===== config.mk =====
export PLATFORM = sky130hd
export DESIGN_NAME = station_sched
export DESIGN_NICKNAME = d
export VERILOG_FILES = /design/src/rtl/station_sched.sv
export SDC_FILE = /design/constraint.sdc
export NUM_CORES = 1
export LEC_CHECK = 0
export ABC_CLOCK_PERIOD_IN_PS = 5410
export CORE_MARGIN = 8
export CORE_UTILIZATION = 30
export DETAILED_ROUTE_END_ITERATION = 6
export PLACE_DENSITY = 0.62
export SYNTH_ARGS = -nofsm -noshare
export SYNTH_HDL_FRONTEND = slang
export SYNTH_SLANG_ARGS = --single-unit

===== constraint.sdc =====
create_clock -name clk -period 5.41 [get_ports clk]
set_input_delay 1.623 -clock clk [delete_from_list [all_inputs] [get_ports clk]]
set_output_delay 1.623 -clock clk [all_outputs]
set_load 0.005 [all_outputs]

===== src/rtl/station_sched.sv =====
// Issue scheduler for two reservation stations sharing one execution port:
// write-latency scoreboard, LSU/load-lock gating and oldest-first grant.
module station_sched #(
   parameter int unsigned WB_LAT = 2
) (
   input  logic       clk,
   input  logic       a_rst_n,
   input  logic [1:0] s_feed,
   input  logic [1:0] s_active,
   input  logic [1:0] s_ready,
   input  logic [2:0] s_a_adr0,
   input  logic [2:0] s_a_adr1,
   input  logic [2:0] s_b_adr0,
   input  logic [2:0] s_b_adr1,
   input  logic [1:0] s_bypass_b,
   input  logic [3:0] s_d_adr0,
   input  logic [3:0] s_d_adr1,
   input  logic [1:0] s_ld_mem,
   input  logic [1:0] s_st_mem,
   input  logic [1:0] s_lock_loads,
   input  logic       lsu_busy,
   input  logic       ex_stall,
   output logic [1:0] s_ack,
   output logic       ex_valid,
   output logic       ex_sel,
   output logic [7:0] busy_mask
);

   localparam logic [1:0] LAT = WB_LAT[1:0];

   logic [1:0] cnt [8];
   logic [7:0] busy;
   logic       age;
   logic       sel_q;
   logic [1:0] elig;
   logic       win;
   logic       grant;

   logic [2:0] a_adr [2];
   logic [2:0] b_adr [2];
   logic [3:0] d_adr [2];

   assign a_adr[0] = s_a_adr0;
   assign a_adr[1] = s_a_adr1;
   assign b_adr[0] = s_b_adr0;
   assign b_adr[1] = s_b_adr1;
   assign d_adr[0] = s_d_adr0;
   assign d_adr[1] = s_d_adr1;

   always_comb begin
      for (int r = 0; r < 8; r++) busy[r] = (cnt[r] != 2'd0);
   end

   assign busy_mask = busy;

   always_comb begin
      // NOTE: every output of this block gets a default before any branch, so no latches are inferred.
      elig = '0;
      for (int i = 0; i < 2; i++) begin
         logic me;
         logic other;
         logic other_locks;
         me          = 1'(i);
         other       = ~me;
         other_locks = (age == other) && s_active[other] && s_lock_loads[other];
         elig[me] = s_ready[me]
                  && !busy[a_adr[me]]
                  && !(busy[b_adr[me]] && !s_bypass_b[me])
                  && !(d_adr[me][3] && busy[d_adr[me][2:0]])
                  && !((s_ld_mem[me] || s_st_mem[me]) && lsu_busy)
                  && !(s_ld_mem[me] && other_locks);
      end
   end

   // Reset gates the grant combinationally so acks drop the instant a_rst_n falls.
   always_comb begin
      grant = 1'b0;
      win   = age;
      if (a_rst_n && !ex_stall) begin
         if (elig[age]) begin
            grant = 1'b1;
            win   = age;
         end else if (elig[~age]) begin
            grant = 1'b1;
            win   = ~age;
         end
      end
   end

   assign s_ack    = grant ? (win ? 2'b10 : 2'b01) : 2'b00;
   assign ex_valid = grant;
   assign ex_sel   = grant ? win : sel_q;

   // NOTE: the counter array is architectural state, not RAM, so it is cleared by reset like any flop.
   always_ff @(posedge clk or negedge a_rst_n) begin
      if (!a_rst_n) begin
         for (int r = 0; r < 8; r++) cnt[r] <= 2'd0;
      end else begin
         for (int r = 0; r < 8; r++) begin
            if (grant && d_adr[win][3] && d_adr[win][2:0] == 3'(r)) cnt[r] <= LAT;
            else if (cnt[r] != 2'd0)                                 cnt[r] <= cnt[r] - 2'd1;
         end
      end
   end

   // A simultaneous feed on both stations treats S0 as the older one.
   always_ff @(posedge clk or negedge a_rst_n) begin
      if (!a_rst_n) begin
         age   <= 1'b0;
         sel_q <= 1'b0;
      end else begin
         case (s_feed)
            2'b01:   age <= 1'b1;
            2'b10,
            2'b11:   age <= 1'b0;
            default: age <= age;
         endcase
         if (grant) sel_q <= win;
      end
   end

endmodule


# Word level (Yosys, flattened, before mapping)
# Index checks and enable logic that the tools add are counted.
# classes
n_addsub	8
order_cmp	9
n_eq_ne	10
n_mux	45
bitwise	2
reduce_logical	66
# op_table
cell	count
$mux 2	18
$reduce_bool 2->1	17
$logic_and 1x1->1	32
$lt 3x4->1 const B	6
$bmux 1 s3	6
$mux 1	17
$sub 2x1->2 const B	8
$logic_not 1->1	13
$eq 3x3->1 const B	4
$mux 4	3
$eq 3x2->1 const B	2
$eq 2x2->1 const B	2
$lt 1x2->1 const B	2
$eq 3x1->1 const B	1
$logic_not 3->1	1
$eq 2x1->1 const B	1
$ge 2x2->1 const B	1
$logic_or 1x1->1	2
$not 1->2	1
$pmux 1 s2	1
$reduce_or 2->1	1
$not 1->1	1
# word_totals
ff_bits	18
input_bits	38
out_inout_bits	12
wordCells	150

# Depth between registers and ports, before layout
# depth
ltp_word	21
ltp_mapped	9
mapped_depth_nobuf	8

# Worst setup path before layout
# No wires, ideal clock.
# synth_path
path_type	input to output
from	in s_b_adr0[1]
to	out ex_sel
arrival_time_ps	3224
slack_ps	563
stages	6
n_path_buf	0
cell_sequence	mux2_2 mux4_2 o211ai_4 a211oi_4 nor4_1 a211o_1
# synth_between
elab_chain_cells	14
word_cells_on_any_way	19
cone_classes	mux (13); reduce/logical (6)
# synth_rtl
element	line	source
start, declared	13	input logic [2:0] s_b_adr0,
$bmux 1 s3 *	68	&& !(busy[b_adr[me]] && !s_bypass_b[me])
$mux 1 (implied by the code) *	68	
$logic_and 1x1->1 *	68	
$logic_not 1->1 *	68	
$logic_and 1x1->1 *	68	
$logic_and 1x1->1 *	69	&& !(d_adr[me][3] && busy[d_adr[me][2:0]])
$logic_and 1x1->1 *	70	&& !((s_ld_mem[me] || s_st_mem[me]) && lsu_busy)
$logic_and 1x1->1 *	71	&& !(s_ld_mem[me] && other_locks);
$mux 1 (implied by the code) (2 in series)	83	end else if (elig[~age]) begin
$mux 1	83	
$mux 1	80	if (elig[age]) begin
$mux 1	79	if (a_rst_n && !ex_stall) begin
$mux 1 *	-	
end, declared	25	output logic ex_sel,
# Every way passes the cells marked *; elsewhere a longest branch is shown, timed or not. The select of a mux whose other input is x is not followed.

# Worst setup path in the final report
# layout_path
from	in s_b_adr0[1]
to	out ex_valid
# layout_between
elab_chain_cells	13
word_cells_on_any_way	15
cone_classes	mux (9); reduce/logical (6)
# layout_rtl
element	line	source
$bmux 1 s3 *	68	
$mux 1 (implied by the code) *	68	
$logic_and 1x1->1 *	68	
$logic_not 1->1 *	68	
$logic_and 1x1->1 *	68	
$logic_and 1x1->1 *	69	
$logic_and 1x1->1 *	70	
$logic_and 1x1->1 *	71	
$mux 1 (implied by the code) (2 in series)	83	
$mux 1	83	
$mux 1 *	80	
$mux 1 *	79	
end, declared	24	output logic ex_valid,
# Marked as above.

==> flow_metrics.tcl <==
set metrics [dict create \
    overflow 0 \
    drcViolationCount 0 \
    synth_warnings 0 \
    detail_route.wl_per_cell_um 16.4 \
    ios 50 \
    tightest_slew_ps 471 \
    clkPwrFrac_pct 10.8 \
    worstPathMaxFanout 4 \
    rsz0062_at_grt "yes" \
    fp-row-count 29 \
    clock_sinks 18 \
    h-tree-depth 1 \
    syn_to_final_growth_pct 40.0 \
    num_vias 1756 \
    required_ps 3790 \
    swShare_pct 40.8 \
    diodes 0 \
    hold_buffers 0 \
    status "finished clean" \
    numPortBuffers 49 \
    grtUsageTotal_pct 12.8 \
    powerDensity_nw_per_um2 417 \
    irDropWorstVdd_mv 0.162 \
    die_h_um 95.2 \
    fin_hold_ws_ps 500 \
    slew_viol_final 0 \
    worstSetupPathType "input pin to primary output" \
    final_common_cell "clkdlybuf4s50_1" \
    synth_seq_cells 18 \
    die_w_um 95.2 \
    report.final.hold_viol_count 0 \
    synthTopCellsByArea "dfrtp_1, ha_1, mux2i_1, inv_1, mux2_2" \
    synth_cell_types 51 \
    cts_buffers 3 \
    dp_hpwl_mm 4.73 \
    start_kind "input pin" \
    firstDrtPassIters 4 \
    relSlewSlack_pct 68.5 \
    synth.top_cell.area_share_pct 23.9 \
    fmax_mhz 187 \
    drtIter0Drc 135 \
    cts_tree "yes" \
    drt_wl_total_mm 5.71 \
    cts_root_buffer "clkbuf_8" \
    skew_ps 6.91 \
    ys_async_sr_fraction_pct 100 \
    fin_util_pct 42.5 \
    ys.flop_type "dfrtp_1" \
    first_global_vias 1825 \
    leakagePower_nw 1.20 \
    insertion_delay_ps 260 \
    die-area_um2 9060 \
    vias_per_cell 5.06 \
    internal-power_w 0.000651 \
    layout_common_cells "clkdlybuf4s50_1, inv_1, nor2_1" \
    finalSetupViolCount 0 \
    antenna_left 0 \
    gp_congestion 0.927 \
    start_util_pct 30.3 \
    post-route-min-period_ps 5350 \
    power_w 0.00110 \
    final_nets 325 \
    hold_class "flop to flop" \
    clk_pin_slew_ps 80 \
    syn-num-nets 259 \
    syn_area_um2 1880 \
    core_area_um2 6200 \
    clock_tree.buffer_depth 2 \
    seq_area_frac_synth_pct 23.9 \
    p_comb_share_pct 67.7 \
    p_seq_share_pct 21.5 \
    cp.arrival_ps 3730 \
    synth_edf_count 0 \
    finalCritPeriodShare_pct 99.0 \
    grt_max_degree 20 \
    layout-drive-gt1-share_pct 17.8 \
    critPathCaptureType "primary output" \
    maxCapViolCount 0 \
    synth_cells 205 \
    synth_top_cell_by_area "dfrtp_1" \
    syn_avg_cell_area_um2 9.18 \
    grt_pass1_wl_mm 9.09 \
    switching_power_w 0.000449 \
    antenna_found_initial 0 \
]
worst max-delay path, cell delays in order:
cell and delay [ps]:
clkdlybuf4s15_2 220, mux2_1 330, mux4_2 530, o211ai_4 270, buf_6 140, o22a_2 130, nor2_1 40, clkdlybuf4s50_1 450
per-layer routing:
metal,GRT usage (%),up-vias,wire (µm)
met5,0,-,0
met4,3.90,0,100
met3,2.91,6,387
met2,21.3,56,2650
met1,16.0,821,2570
li1,-,873,-
power groups by stage:
stage	clock network (W)	registers [W]	logic, W
5_1_grt	0.000127	0.000246	0.000841
4_1_cts	0.000119	0.000236	0.000752
2_1_floorplan	0	0.000233	0.000503
3_5_place_dp	0	0.000240	0.000740
3_3_place_gp	0	0.000237	0.000718
6_report	0.000119	0.000236	0.000745
area by class of cell:
cell class	count	area [µm²]
fillers	617	3570
multi-input cells	152	1300
clock buffers	4	55.1
repair buffers	67	621
inverters	29	109
well taps	77	96.3
flip-flops and latches	18	450
through the flow:
stage                     TNS [ps]  cell area, µm²  instances  setup WS [ps]
final                            0            2640        347           55.1
after detailed placement     -1350            2560        343           -511
after global routing         -18.3            2640        347          -18.3
after floorplan                  0            1880        205            563
after CTS                        0            2630        347           42.1
after global placement       -1230            2560        343           -468
synthesized netlist by cell type (2+ instances only):
master / count
nand3b_1: 2
xnor2_1: 2
and2_1: 3
and3_1: 2
nand2_1: 8
nand4b_1: 5
mux2i_1: 14
or2_2: 4
a21oi_1: 4
nand2b_1: 6
a2bb2oi_1: 2
mux4_2: 4
or3_1: 3
nor2_1: 19
mux2_2: 9
nor2b_1: 2
nand4_1: 9
dfrtp_1: 18
inv_1: 29
nor4_1: 2
xor2_1: 6
o21ai_0: 2
o32ai_1: 6
buf_2: 2
ha_1: 16
registers in the layout, summed over array words and instances, names as in the netlist:
| signal | cells |
|---|---|
| sel_q | 1 |
| age | 1 |
| cnt | 16 |
timing repair:
item                                    CTS  global route
pin swaps                                 3             1
endpoints found under the setup margin    4             2
setup buffers                             0             0
hold endpoints to repair                  0             0
gates resized for setup                  16             1
kinds of logic after synthesis:
| group | share of synthesized area [%] |
|---|---|
| xor gates and xnor gates | 3.72 |
| DFF | 23.9 |
| muxes | 18.2 |
| and+or+nand+nor | 21.3 |
| buffers and inverters | 8.11 |
| adders and majority gates | 10.6 |
| AOI/OAI and AO/OA | 14.1 |
path summary, 6_finish.rpt:
path,cells past startpoint,slack (ps),endpoint,start
setup reg to reg,9,2660,cnt[14],cnt[14]
setup / recovery,8,60,ex_valid,s_b_adr0[1]
hold / removal,2,500,cnt[5],cnt[5]
min in group asynchronous,2,1850,cnt[0],a_rst_n
hold reg to reg,2,500,cnt[5],cnt[5]
max in group asynchronous,2,3360,cnt[7],a_rst_n
(Power assumes the default switching activity.)
